$ cat config.mk
export PLATFORM = sky130hd
export DESIGN_NAME = dma_reg_arbiter_flat
export DESIGN_NICKNAME = d
export VERILOG_FILES = /design/src/rtl/dma_reg_arbiter_pkg.sv /design/src/rtl/dma_reg_arbiter_if.sv /design/src/rtl/dma_reg_arbiter_rr_pick.sv /design/src/rtl/dma_reg_arbiter.sv /design/src/flat_wrapper.sv
export SDC_FILE = /design/constraint.sdc
export NUM_CORES = 1
export LEC_CHECK = 0
export ABC_AREA = 1
export CAP_MARGIN = 20
export CORE_AREA = 2 2 155 157
export DETAILED_ROUTE_END_ITERATION = 16
export DIE_AREA = 0 0 157 159
export PLACE_DENSITY_LB_ADDON = 0.3
export SETUP_SLACK_MARGIN = 0.2
export SYNTH_ARGS = -nofsm -noshare
export SYNTH_HDL_FRONTEND = slang
export SYNTH_SLANG_ARGS = --single-unit
$ cat constraint.sdc
create_clock -name clk -period 9.85 [get_ports clk]
set_input_delay 2.955 -clock clk [delete_from_list [all_inputs] [get_ports clk]]
set_output_delay 2.955 -clock clk [all_outputs]
set_load 0.01 [all_outputs]
$ cat src/rtl/dma_reg_arbiter_pkg.sv
// Shared types and constants for the DMA register-bus arbiter.
package dma_arb_pkg;

  typedef enum logic [1:0] {
    IDLE,
    ISSUE,
    WAIT,
    RESP
  } arb_state_t;

  localparam int RD_LAT_MAX = 4;
  localparam int LAT_CW     = $clog2(RD_LAT_MAX);

  // Width of a binary channel index; never narrower than one bit.
  function automatic int idx_w(input int n);
    return (n < 2) ? 1 : $clog2(n);
  endfunction

endpackage

$ cat src/rtl/dma_reg_arbiter_if.sv
// Channel handshake and register-bus signals of the arbiter.
// master: the arbiter (drives the register bus, answers the channels).
// slave:  the environment (channel controllers and register-bus slave).
interface dma_reg_arbiter_if #(
  parameter int NCH = 4,
  parameter int AW  = 32,
  parameter int DW  = 32
);
  logic [NCH-1:0]    ch_valid;
  logic [NCH-1:0]    ch_ready;
  logic [NCH-1:0]    ch_wr;
  logic [NCH*AW-1:0] ch_addr;
  logic [NCH*DW-1:0] ch_wdata;
  logic [NCH-1:0]    ch_rsp_valid;
  logic [DW-1:0]     ch_rdata;
  logic              wr_en;
  logic              rd_en;
  logic [AW-1:0]     addr;
  logic [DW-1:0]     wdata;
  logic [DW-1:0]     rdata;

  modport master (
    input  ch_valid, ch_wr, ch_addr, ch_wdata, rdata,
    output ch_ready, ch_rsp_valid, ch_rdata, wr_en, rd_en, addr, wdata
  );

  modport slave (
    output ch_valid, ch_wr, ch_addr, ch_wdata, rdata,
    input  ch_ready, ch_rsp_valid, ch_rdata, wr_en, rd_en, addr, wdata
  );
endinterface

$ cat src/rtl/dma_reg_arbiter_rr_pick.sv
// Combinational round-robin picker: first requester at or above ptr,
// wrapping modulo NCH. Works for non-power-of-two NCH.
module dma_rr_pick
  import dma_arb_pkg::*;
#(
  parameter int NCH = 4
) (
  input  logic [NCH-1:0]         req,
  input  logic [idx_w(NCH)-1:0]  ptr,
  output logic [NCH-1:0]         gnt,
  output logic [idx_w(NCH)-1:0]  idx
);
  localparam int IW = idx_w(NCH);

  logic [IW:0] d;
  logic [IW:0] best_d;

  // Pick the requester with the smallest rotational distance from ptr.
  always_comb begin
    idx    = '0;
    d      = '0;
    best_d = '1;
    for (int j = 0; j < NCH; j++) begin
      if (IW'(j) >= ptr) d = {1'b0, IW'(j)} - {1'b0, ptr};
      else               d = {1'b0, IW'(j)} + (IW+1)'(NCH) - {1'b0, ptr};
      if (req[j] && (d < best_d)) begin
        best_d = d;
        idx    = IW'(j);
      end
    end
    gnt = (req != '0) ? (NCH'(1) << idx) : '0;
  end

endmodule

$ cat src/rtl/dma_reg_arbiter.sv
// N-channel arbiter sharing one register bus, one transaction in flight.
// Build option: DMA_ARB_PRIO_EN gives channel 0 strict priority over the
// round-robin channels; undefined means pure round-robin.
//
// state | meaning
// IDLE  | waiting for a request; grant and latch happen here
// ISSUE | single-cycle wr_en or rd_en on the bus
// WAIT  | counting out the slave read latency
// RESP  | one-cycle ch_rsp_valid to the granted channel
module dma_reg_arbiter
  import dma_arb_pkg::*;
#(
  parameter int NCH    = 4,
  parameter int AW     = 32,
  parameter int DW     = 32,
  parameter int RD_LAT = 1
) (
  input logic               clk,
  input logic               rst,
  dma_reg_arbiter_if.master bus
);
  localparam int IW = idx_w(NCH);

  arb_state_t        state, state_nxt;
  logic [IW-1:0]     ptr, ptr_nxt;
  logic [IW-1:0]     gnt_idx, gnt_idx_nxt;
  logic [LAT_CW-1:0] lat_cnt, lat_cnt_nxt;
  logic              wr_en_q, wr_en_nxt;
  logic              rd_en_q, rd_en_nxt;
  logic [AW-1:0]     addr_q, addr_nxt;
  logic [DW-1:0]     wdata_q, wdata_nxt;
  logic [DW-1:0]     rdata_q, rdata_nxt;
  logic [NCH-1:0]    rsp_q, rsp_nxt;
  logic [NCH-1:0]    ready_c;

  logic [NCH-1:0]    pick_req, pick_gnt, sel_gnt;
  logic [IW-1:0]     pick_idx, sel_idx;
  logic              ptr_hold;

  logic [AW-1:0]     addr_arr  [NCH];
  logic [DW-1:0]     wdata_arr [NCH];

  for (genvar i = 0; i < NCH; i++) begin : g_unpack
    assign addr_arr[i]  = bus.ch_addr[i*AW +: AW];
    assign wdata_arr[i] = bus.ch_wdata[i*DW +: DW];
  end

`ifdef DMA_ARB_PRIO_EN
  // Channel 0 bypasses the rotation and leaves the pointer alone.
  assign pick_req = {bus.ch_valid[NCH-1:1], 1'b0};
  assign sel_gnt  = bus.ch_valid[0] ? NCH'(1) : pick_gnt;
  assign sel_idx  = bus.ch_valid[0] ? '0 : pick_idx;
  assign ptr_hold = bus.ch_valid[0];
`else
  assign pick_req = bus.ch_valid;
  assign sel_gnt  = pick_gnt;
  assign sel_idx  = pick_idx;
  assign ptr_hold = 1'b0;
`endif

  dma_rr_pick #(.NCH(NCH)) u_pick (
    .req (pick_req),
    .ptr (ptr),
    .gnt (pick_gnt),
    .idx (pick_idx)
  );

  // Next-state and next-register values; ch_ready is the only comb output.
  always_comb begin
    state_nxt   = state;
    ptr_nxt     = ptr;
    gnt_idx_nxt = gnt_idx;
    lat_cnt_nxt = lat_cnt;
    wr_en_nxt   = 1'b0;
    rd_en_nxt   = 1'b0;
    addr_nxt    = addr_q;
    wdata_nxt   = wdata_q;
    rdata_nxt   = rdata_q;
    rsp_nxt     = '0;
    ready_c     = '0;
    case (state)
      IDLE: begin
        if (sel_gnt != '0) begin
          ready_c     = sel_gnt;
          gnt_idx_nxt = sel_idx;
          addr_nxt    = addr_arr[sel_idx];
          wr_en_nxt   = bus.ch_wr[sel_idx];
          rd_en_nxt   = ~bus.ch_wr[sel_idx];
          wdata_nxt   = bus.ch_wr[sel_idx] ? wdata_arr[sel_idx] : '0;
          if (!ptr_hold)
            ptr_nxt = (sel_idx == IW'(NCH-1)) ? '0 : sel_idx + IW'(1);
          state_nxt   = ISSUE;
        end
      end
      ISSUE: begin
        // wr_en_q still holds the transaction type during this cycle.
        if (wr_en_q) begin
          rsp_nxt   = NCH'(1) << gnt_idx;
          state_nxt = RESP;
        end else if (RD_LAT == 1) begin
          rdata_nxt = bus.rdata;
          rsp_nxt   = NCH'(1) << gnt_idx;
          state_nxt = RESP;
        end else begin
          lat_cnt_nxt = LAT_CW'(RD_LAT-1);
          state_nxt   = WAIT;
        end
      end
      WAIT: begin
        // Terminal count: this decrement reaches zero, so rdata is valid now.
        if (lat_cnt == LAT_CW'(1)) begin
          lat_cnt_nxt = '0;
          rdata_nxt   = bus.rdata;
          rsp_nxt     = NCH'(1) << gnt_idx;
          state_nxt   = RESP;
        end else begin
          lat_cnt_nxt = lat_cnt - LAT_CW'(1);
        end
      end
      RESP:    state_nxt = IDLE;
      default: state_nxt = IDLE;
    endcase
  end

  // State and registered outputs, synchronous reset.
  always_ff @(posedge clk) begin
    if (rst) begin
      state   <= IDLE;
      ptr     <= '0;
      gnt_idx <= '0;
      lat_cnt <= '0;
      wr_en_q <= 1'b0;
      rd_en_q <= 1'b0;
      addr_q  <= '0;
      wdata_q <= '0;
      rdata_q <= '0;
      rsp_q   <= '0;
    end else begin
      state   <= state_nxt;
      ptr     <= ptr_nxt;
      gnt_idx <= gnt_idx_nxt;
      lat_cnt <= lat_cnt_nxt;
      wr_en_q <= wr_en_nxt;
      rd_en_q <= rd_en_nxt;
      addr_q  <= addr_nxt;
      wdata_q <= wdata_nxt;
      rdata_q <= rdata_nxt;
      rsp_q   <= rsp_nxt;
    end
  end

  assign bus.ch_ready     = ready_c;
  assign bus.ch_rsp_valid = rsp_q;
  assign bus.ch_rdata     = rdata_q;
  assign bus.wr_en        = wr_en_q;
  assign bus.rd_en        = rd_en_q;
  assign bus.addr         = addr_q;
  assign bus.wdata        = wdata_q;

endmodule

$ cat src/flat_wrapper.sv
// flat-port wrapper written by rule: the top's interface ports become plain ports
module dma_reg_arbiter_flat import dma_arb_pkg::*;
#(
  parameter int NCH    = 4,
  parameter int AW     = 32,
  parameter int DW     = 32,
  parameter int RD_LAT = 1
)
  (clk, rst, bus_ch_valid, bus_ch_wr, bus_ch_addr, bus_ch_wdata, bus_rdata, bus_ch_ready, bus_ch_rsp_valid, bus_ch_rdata, bus_wr_en, bus_rd_en, bus_addr, bus_wdata);
  dma_reg_arbiter_if #(.NCH(NCH), .AW(AW), .DW(DW)) bus_i ();
  input logic clk;
  input logic rst;
  input wire logic [$bits(bus_i.ch_valid)-1:0] bus_ch_valid;
  input wire logic [$bits(bus_i.ch_wr)-1:0] bus_ch_wr;
  input wire logic [$bits(bus_i.ch_addr)-1:0] bus_ch_addr;
  input wire logic [$bits(bus_i.ch_wdata)-1:0] bus_ch_wdata;
  input wire logic [$bits(bus_i.rdata)-1:0] bus_rdata;
  output wire logic [$bits(bus_i.ch_ready)-1:0] bus_ch_ready;
  output wire logic [$bits(bus_i.ch_rsp_valid)-1:0] bus_ch_rsp_valid;
  output wire logic [$bits(bus_i.ch_rdata)-1:0] bus_ch_rdata;
  output wire logic [$bits(bus_i.wr_en)-1:0] bus_wr_en;
  output wire logic [$bits(bus_i.rd_en)-1:0] bus_rd_en;
  output wire logic [$bits(bus_i.addr)-1:0] bus_addr;
  output wire logic [$bits(bus_i.wdata)-1:0] bus_wdata;
  assign bus_i.ch_valid = bus_ch_valid;
  assign bus_i.ch_wr = bus_ch_wr;
  assign bus_i.ch_addr = bus_ch_addr;
  assign bus_i.ch_wdata = bus_ch_wdata;
  assign bus_i.rdata = bus_rdata;
  assign bus_ch_ready = bus_i.ch_ready;
  assign bus_ch_rsp_valid = bus_i.ch_rsp_valid;
  assign bus_ch_rdata = bus_i.ch_rdata;
  assign bus_wr_en = bus_i.wr_en;
  assign bus_rd_en = bus_i.rd_en;
  assign bus_addr = bus_i.addr;
  assign bus_wdata = bus_i.wdata;
  dma_reg_arbiter #(.NCH(NCH), .AW(AW), .DW(DW), .RD_LAT(RD_LAT)) u_core (.clk(clk), .rst(rst), .bus(bus_i));
endmodule
After elaboration in Yosys (flattened, before gate mapping)
Cells that the tools add are included.

Bitwise gates (word level): 4. Eq/ne operators: 8. Muxes and demuxes: 32. Add/subtract/negate cells: 10. Magnitude comparators: 10. Reductions and logical operators: 12. Shifts and indexed selects: 2.

Operators by type and width (number): $mux 32 (7); $bmux 32 s2 (2); $pmux 32 s2 (1); $mux 3 (7); $mux 4 (4); $mux 2 (6); $sub 3x2->3 const A (4); $lt 3x3->1 (3); $pmux 2 s4 (1); $pmux 4 s2 (1); $reduce_bool 4->1 (2); $shl 1x2->4 const A (2); $eq 2x2->1 const B (3); $sub 1x2->3 const A (2); $sub 2x2->3 const A (2); $eq 2x1->1 const B (2); $ge 1x2->1 const A (2); $ge 2x2->1 const A (2); $logic_and 1x1->1 (4); $ne 2x1->1 const B (2); $reduce_and 2->1 (2); $ge 3x3->1 const B (1); $lt 2x3->1 const B (1); $lt 3x3->1 const B (1); other kinds (11) (14).

Logic and storage cells: 88. Output and inout port bits: 106. Register bits: 110.

Longest topological paths before layout
Gate-level depths: netlist (run 1).

Depth in word-level cells: 19. Depth in mapped cells: 39. Mapped depth without buffers: 34.

Cells and area by module
From an unflattened synthesis (run 1), not the netlist that was laid out.

Cell total of the unflattened synthesis: 1055. Area total of the unflattened synthesis: 6593.8 um^2.

By module, submodules not included: dma_reg_arbiter (times used 1, cells each 1001, seq. area each 2202.1 um^2, area each 6262.3 um^2); dma_rr_pick (times used 1, cells each 54, seq. area each 0.0 um^2, area each 331.6 um^2).

Worst setup path after synthesis (run 1)
No wires, ideal clock.

Kind: input to output. Start: input port bus_ch_valid[0]. End: output port bus_ch_ready[0]. Path slack: 0.430 ns. Required time: 6.895 ns. Buffers on the path: 3. Arrival: 6.465 ns. Stages on the path: 23. Path through: ha_1 -> inv_1 -> nor2_1 -> nand2_1 -> nand2_2 -> nand2_1 -> o21ai_0 -> ha_1 -> a211oi_1 -> nand2_4 -> clkbuf_1 -> buf_1 -> nand2_1 -> o21ai_0 -> ha_1 -> nand3_2 -> nand3_4 -> nand2_2 -> inv_2 -> buf_2 -> ha_1 -> inv_1 -> nor3_1.

Longest elaborated chain between the ends: 16. Elaborated cells on any way between the ends: 19.

Ends and longest elaborated chain: start: declaration (RTL line flat_wrapper.sv:13) `input wire logic [$bits(bus_i.ch_valid)-1:0] bus_ch_valid;`; $logic_and 1x1->1 (RTL line dma_reg_arbiter_rr_pick.sv:26) `if (req[j] && (d < best_d)) begin`; $mux 3 (RTL line dma_reg_arbiter_rr_pick.sv:26); $lt 3x3->1 (RTL line dma_reg_arbiter_rr_pick.sv:26); $logic_and 1x1->1 (RTL line dma_reg_arbiter_rr_pick.sv:26); $mux 3 (RTL line dma_reg_arbiter_rr_pick.sv:26); $lt 3x3->1 (RTL line dma_reg_arbiter_rr_pick.sv:26); $logic_and 1x1->1 (RTL line dma_reg_arbiter_rr_pick.sv:26); $mux 3 (RTL line dma_reg_arbiter_rr_pick.sv:26); $lt 3x3->1 (RTL line dma_reg_arbiter_rr_pick.sv:26); $logic_and 1x1->1 (RTL line dma_reg_arbiter_rr_pick.sv:26); $mux 2 (RTL line dma_reg_arbiter_rr_pick.sv:26); $shl 1x2->4 (RTL line dma_reg_arbiter_rr_pick.sv:31) `gnt = (req != '0) ? (NCH'(1) << idx) : '0;`; $mux 4 * (RTL line dma_reg_arbiter_rr_pick.sv:31); $reduce_bool 4->1 (RTL line dma_reg_arbiter.sv:83) `if (sel_gnt != '0) begin`; $mux 4 * (RTL line dma_reg_arbiter.sv:83); $mux 4 * (RTL line dma_reg_arbiter.sv:81) `case (state)`; end: declaration (RTL line flat_wrapper.sv:18) `output wire logic [$bits(bus_i.ch_ready)-1:0] bus_ch_ready;`.

Every way passes the cells marked *; elsewhere a longest branch is shown, timed or not.

Worst setup path in the final report (run 1)
Ends and elaborated chain as after synthesis.

==> impl_metrics.py, run 1 <==
metrics = {
    "yosys": {
        "yosysWarningCount": 0,
        "synth_xor_area_frac": 0,
        "syn_inst": 1020,
        "synth_compound_area_frac": 0.2619,
        "yosysTopAreaCell": "dfxtp_1",
        "synthSimpleGateAreaFrac": 0.2576,
        "synth.area.top_cells": "dfxtp_1 (34%), nand2_1 (9.3%), o21ai_1 (8.9%)",
        "synth_seq_cells": 110,
        "syn_nets": 1334,
        "synth_top_family_by_area": "compound AO/OA/AOI/OAI gates",
        "synth_fa_ha_area_frac": 0.03088,
        "synthDominantCellAreaShare": 0.3396,
        "synth.area.mux_share": 0,
        "synth_cell_types": 28,
        "syn_area_per_cell_um2": 6.357,
        "yosysSeqAreaShare": 0.3396,
        "syn-cell-area_um2": 6484,
    },
    "die": {
        "coreArea_um2": 23190,
        "dieWidth_um": 157,
        "io_pins": 404,
        "initial_core_util": 0.2796,
        "die_height_um": 159,
        "dieArea_um2": 24960,
        "rows": 56,
    },
    "global_route": {
        "grt_use_total": 0.2186,
        "overflow": 0,
        "first_global_vias": 7755,
        "grt_pass1_wl_um": 42720,
        "antenna_found_initial": 3,
        "grt_max_degree": 72,
    },
    "route": {
        "dr_total_vias": 8141,
        "drt_first_pass_iters": 6,
        "viasPerCell": 4.792,
        "drc": 0,
        "drtAntennaViolNets": 0,
        "post_drt_wl_per_cell_um": 16.66,
        "routed_wl_um": 28310,
        "drt-initial-drc-count": 412,
    },
    "sta": {
        "fin_setup_tns_ns": 0,
        "relSlewSlack": 0.3324,
        "finalCriticalPeriod_ns": 9.361,
        "finalHoldViolations": 0,
        "rsz0062_at_grt": "false",
        "maxSlewViolCount": 0,
        "fin_skew_ns": 0.01808,
        "tightestPinTransition_ns": 1.000,
        "post-route-period-util": 0.9504,
        "layout_setup_ws_ns": 0.4890,
        "finalSetupViolCount": 0,
        "timing.fmax_ghz": 0.1068,
    },
    "worst_hold_path": {
        "hold_class": "reg2reg",
        "hold_start": "u_core.gnt_idx[0]",
    },
    "final_layout": {
        "layout-drive-gt1-share": 0.04064,
        "nets": 1687,
        "area_delta_synth_final_pct": 70.13,
        "regArea_um2": 2202,
        "multi_input_area_um2": 3596,
        "finish.utilization": 0.4756,
        "final_cell_count_no_fill": 1699,
        "num-fill-cells": 2403,
        "final_area_um2": 11030,
    },
    "place": {
        "port_buffers": 403,
        "place_area_um2": 10690,
        "placed_cells": 1680,
        "dp_hpwl_um": 21130,
        "place_ws_ns": 0.03643,
        "gp_congestion": 0.8570,
    },
    "critical_path": {
        "reg2reg_from": "u_core.ptr[1]",
        "end_kind": "primary output",
        "start_kind": "input pin",
        "worstPathRequired_ns": 6.90,
        "worstSetupPathType": "in2out",
        "worstSetupStartpoint": "bus_ch_valid[0]",
        "cp.arrival_ns": 6.41,
        "cp_max_fo": 5,
    },
    "clock_network": {
        "cts_buffers": 9,
        "cts_tree": "done",
        "clk_pin_slew_ns": 0.08,
        "clk_latency_ns": 0.36,
        "ctsHtreeMaxLevel": 3,
        "clkSinkCount": 110,
        "ctsRootBufferMaster": "clkbuf_16",
        "clk_path_buf_depth": 2,
    },
    "pwr": {
        "power_density_nw_per_um2": 279.6,
        "p_leak_uw": 0.004548,
        "irDropWorstVdd_v": 0.0001853,
    },
    "status": {
        "status": "complete, no violations",
    },
    "flow_run": {
        "maxCapViolCount": 0,
    },
}
==> power by group <==
group / leakage, uW / switching [uW] / internal (uW)
Combinational: 0.00349 / 1230 / 783
Clock: 0.000151 / 198 / 183
Sequential: 0.000905 / 84.0 / 604
Total: 0.00455 / 1510 / 1570
==> per-stage QoR <==
stage / power [uW] / hold slack [ns]
after floorplan: 1941 / 0.4235
after global placement: 2697 / 0.4386
after detailed placement: 2713 / 0.4449
after CTS: 3103 / 0.4576
after global routing: 3356 / 0.4950
final: 3084 / 0.4568
==> timing repair <==
action,4_1_cts,5_1_grt
gates resized for setup,4,8
hold buffers,0,0
setup buffers,0,0
endpoints found under the setup margin,4,4
==> critical path: stages <==
cell and delay (ns):
clkdlybuf4s50_1 0.44, ha_1 0.31, inv_1 0.06, nor2_1 0.04, nand2_1 0.07, nand2_2 0.08
nand2_1 0.09, o21ai_0 0.12, ha_1 0.34, a211oi_2 0.23, buf_4 0.16, nand2_4 0.07
nand2_1 0.05, o21ai_0 0.08, ha_1 0.29, nand3_2 0.10, nand3_4 0.12, nand2_4 0.09
inv_2 0.09, ha_1 0.13, inv_1 0.05, nor3_1 0.16, dlygate4sd2_1 0.29
==> cells in the mapped netlist <==
| master | instances |
|---|---|
| nand2_1 | 160 |
| a211oi_1 | 2 |
| a21oi_2 | 1 |
| inv_2 | 3 |
| nand3_4 | 1 |
| nand3_1 | 66 |
| buf_1 | 7 |
| buf_4 | 6 |
| o21ai_0 | 91 |
| a21o_1 | 1 |
| clkbuf_1 | 38 |
| nand4_1 | 14 |
| nand2_2 | 7 |
| a41oi_1 | 1 |
| nor2_1 | 139 |
| nor3_1 | 6 |
| inv_1 | 88 |
| ha_1 | 16 |
| nand2_4 | 2 |
| o2111ai_1 | 1 |
| o211ai_1 | 19 |
| o21ai_1 | 115 |
| nor4_1 | 1 |
| buf_6 | 2 |
| nand3_2 | 1 |
| dfxtp_1 | 110 |
| buf_2 | 27 |
| a21oi_1 | 95 |
==> path summary, 6_finish.rpt <==
check / end / slack [ns] / cells after the start
setup / recovery: bus_ch_ready[0] / 0.49 / 23
hold / removal: u_core.bus.ch_rsp_valid[2] / 0.46 / 1
setup reg to reg: u_core.bus.wdata[31] / 4.17 / 27
hold reg to reg: u_core.bus.ch_rsp_valid[2] / 0.46 / 1
==> per-layer routing <==
metal,vias up,global-route usage,wire [um]
met4,2,0.07339,703
met3,40,0.05961,2142
met2,318,0.3884,14060
li1,4088,-,-
met5,-,0,10
met1,3693,0.2508,11390
==> area by class of cell <==
type                       instances  share of cell area
timing repair buffer             422              0.3785
multi-input combinational        739              0.3260
sequential                       110              0.1996
tap                              319             0.03618
inverter                          91             0.03097
clock buffer                       9             0.02042
clock inverter                     7            0.007827
antenna                            2           0.0004537
==> placed cells by master, fill, tap and decap left out, types with 5 or more instances in the layout <==
cell type,instances
dfxtp_1,110
o21ai_1,115
inv_1,87
clkdlybuf4s50_1,399
nand4_1,14
ha_1,16
nor3_1,5
nor2_1,138
nand3_1,66
o211ai_1,19
a21oi_1,95
o21ai_0,91
buf_4,18
nand2_2,5
nand2_1,160
clkbuf_16,9
==> flip-flops by register name (all words and copies together), names as in the netlist <==
register and count:
u_core.lat_cnt 2, u_core.bus.ch_rdata 32, u_core.bus.ch_rsp_valid 4, u_core.bus.wdata 32, u_core.bus.wr_en 1, u_core.gnt_idx 2, u_core.bus.addr 32, u_core.ptr 2
u_core.state 2, u_core.bus.rd_en 1
==> cell families (layout without fill, tap and decap cells) <==
group / after synthesis / count (layout)
and+or+nand+nor: 397 / 397
AOI/OAI and AO/OA: 326 / 326
buffers and inverters: 171 / 529
DFF: 110 / 110
adders and majority gates: 16 / 16
other: 0 / 2
Power figures use the tool's default switching activity.
==> run 2: changes to the inputs <==
--- a/config.mk
+++ b/config.mk
@@ -12,6 +12,7 @@
 export DIE_AREA = 0 0 157 159
 export PLACE_DENSITY_LB_ADDON = 0.3
 export SETUP_SLACK_MARGIN = 0.2
+export SKIP_CTS_REPAIR_TIMING = 1
 export SYNTH_ARGS = -nofsm -noshare
 export SYNTH_HDL_FRONTEND = slang
 export SYNTH_SLANG_ARGS = --single-unit
==> run 2 against run 1 <==
  * Hold slack is essentially flat
  * Utilization is essentially flat
  * Sequential power is essentially flat
  * Clock skew grew 0.00053 ns
  * Worst setup slack lost 0.020 ns
  * Routed wire length is essentially flat
  * Via count grew 0.11%
  * Sequential cell count is the same
  * Fmax shrank 0.21%
==> impl_metrics.py, run 2 (synthesized netlist as in run 1, its figures left out) <==
metrics = {
    "die": {
        "rows": 56,
        "coreArea_um2": 23190,
        "initial_core_util": 0.2796,
        "die_height_um": 159,
        "io_pins": 404,
        "dieWidth_um": 157,
        "dieArea_um2": 24960,
    },
    "route": {
        "routed_wl_um": 28310,
        "drt_first_pass_iters": 5,
        "drt-initial-drc-count": 407,
        "post_drt_wl_per_cell_um": 16.66,
        "drtAntennaViolNets": 0,
        "drc": 0,
        "viasPerCell": 4.797,
        "dr_total_vias": 8150,
    },
    "critical_path": {
        "cp.arrival_ns": 6.43,
        "cp_max_fo": 5,
        "end_kind": "primary output",
        "reg2reg_setup_slack_ns": 4.15,
        "start_kind": "input pin",
        "r2r_cells": 27,
        "reg2reg_to": "u_core.bus.wdata[31]",
        "worstSetupStartpoint": "bus_ch_valid[0]",
        "worstSetupPathType": "in2out",
        "endpoint": "bus_ch_ready[1]",
        "worstPathRequired_ns": 6.90,
        "reg2reg_from": "u_core.ptr[1]",
    },
    "place": {
        "dp_hpwl_um": 21130,
        "gp_congestion": 0.8570,
        "place_area_um2": 10690,
        "port_buffers": 403,
    },
    "clock_network": {
        "ctsHtreeMaxLevel": 3,
        "clk_pin_slew_ns": 0.08,
        "ctsRootBufferMaster": "clkbuf_16",
        "clkSinkCount": 110,
        "cts_buffers": 9,
        "clk_path_buf_depth": 2,
        "clk_latency_ns": 0.36,
        "cts_tree": "done",
    },
    "global_route": {
        "antenna_found_initial": 3,
        "overflow": 0,
        "grt_pass1_wl_um": 42710,
        "grt_max_degree": 72,
        "first_global_vias": 7752,
        "grt_use_total": 0.2186,
    },
    "pwr": {
        "p_leak_uw": 0.004590,
        "irDropWorstVdd_v": 0.0001852,
        "power_density_nw_per_um2": 279.4,
    },
    "sta": {
        "rsz0062_at_grt": "true",
        "fin_skew_ns": 0.01861,
        "tightestPinTransition_ns": 1.001,
        "finalSetupViolCount": 0,
        "finalHoldViolations": 0,
        "relSlewSlack": 0.3316,
        "fin_setup_tns_ns": 0,
        "post-route-period-util": 0.9524,
        "timing.fmax_ghz": 0.1066,
        "maxSlewViolCount": 0,
        "finalCriticalPeriod_ns": 9.381,
    },
    "final_layout": {
        "final_common_cell": "clkdlybuf4s50_1",
        "layout-drive-gt1-share": 0.03774,
        "nets": 1687,
        "area_delta_synth_final_pct": 70.26,
        "layout_common_cells": "clkdlybuf4s50_1 (399), nand2_1 (160), nor2_1 (138), o21ai_1 (115), dfxtp_1 (110)",
        "final_area_um2": 11040,
    },
    "worst_hold_path": {
        "hold_class": "reg2reg",
    },
    "flow_run": {
        "maxCapViolCount": 0,
    },
    "status": {
        "status": "complete, no violations",
    },
}
## run 2: cell types whose count changed in the layout (fill, tap and decap cells not counted)
cell / change
a211oi_2: -1
nor3_1: +1
nor3_2: -1
dlygate4sd2_1: -1
a211oi_1: +1
clkbuf_2: -2
dlymetal6s2s_1: +3
## run 2: layer usage
metal / routed length (um) / global-route usage / share of wire
met5: 10 / 0 / 0.00035
met4: 703 / 0.07339 / 0.025
met3: 2151 / 0.05961 / 0.076
met2: 14020 / 0.3884 / 0.50
met1: 11420 / 0.2508 / 0.40
## run 2: worst max-delay path: stages
cell,delay [ns]
clkdlybuf4s50_1,0.44
ha_1,0.31
inv_1,0.06
nor2_1,0.04
nand2_1,0.07
nand2_2,0.08
nand2_1,0.09
o21ai_0,0.12
ha_1,0.32
a211oi_1,0.26
buf_4,0.17
nand2_4,0.07
nand2_1,0.05
o21ai_0,0.08
ha_1,0.29
nand3_2,0.10
nand3_4,0.12
nand2_4,0.08
inv_2,0.09
ha_1,0.13
inv_1,0.05
nor3_1,0.23
dlymetal6s2s_1,0.21
## run 2: cell type report
type | instances | area, um2
repair buffers | 422 | 4194
multi-input cells | 739 | 3586
fillers | 2404 | 12150
flip-flops and latches | 110 | 2202
diodes | 2 | 5.005
well taps | 319 | 399.1
clock buffers | 9 | 225.2
inverters | 91 | 341.6
clock inverters | 7 | 86.33
## run 2: stage by stage
| stage | std cells | hold slack [ns] | total power (uW) | setup WS [ns] | utilization |
|---|---|---|---|---|---|
| 6_report | 1699 | 0.4568 | 3084 | 0.4690 | 0.4760 |
| 4_1_cts | 1696 | 0.4576 | 3105 | 0.02037 | 0.4745 |
| 3_3_place_gp | 1680 | 0.4386 | 2697 | 0.1686 | 0.4610 |
| 3_5_place_dp | 1680 | 0.4449 | 2713 | 0.03643 | 0.4610 |
| 5_1_grt | 1699 | 0.4950 | 3356 | 0.1424 | 0.4760 |
| 2_1_floorplan | 1020 | 0.4235 | 1941 | 0.4304 | - |
## run 2: worst min path at each step
stage	start	endpoint	slack (ns)	cells past startpoint
after floorplan	u_core.gnt_idx[0]	u_core.bus.ch_rsp_valid[0]	0.42	1
after global placement	u_core.gnt_idx[0]	u_core.bus.ch_rsp_valid[0]	0.44	1
after detailed placement	u_core.gnt_idx[0]	u_core.bus.ch_rsp_valid[2]	0.44	1
after CTS	u_core.gnt_idx[0]	u_core.bus.ch_rsp_valid[2]	0.46	1
after global routing	u_core.bus.wdata[9]	u_core.bus.wdata[9]	0.49	2
final	u_core.gnt_idx[0]	u_core.bus.ch_rsp_valid[2]	0.46	1
## run 2: where the power goes
group	switching [uW]	internal [uW]
Clock	198	183
Sequential	84.0	604
Combinational	1230	785
Total	1510	1570
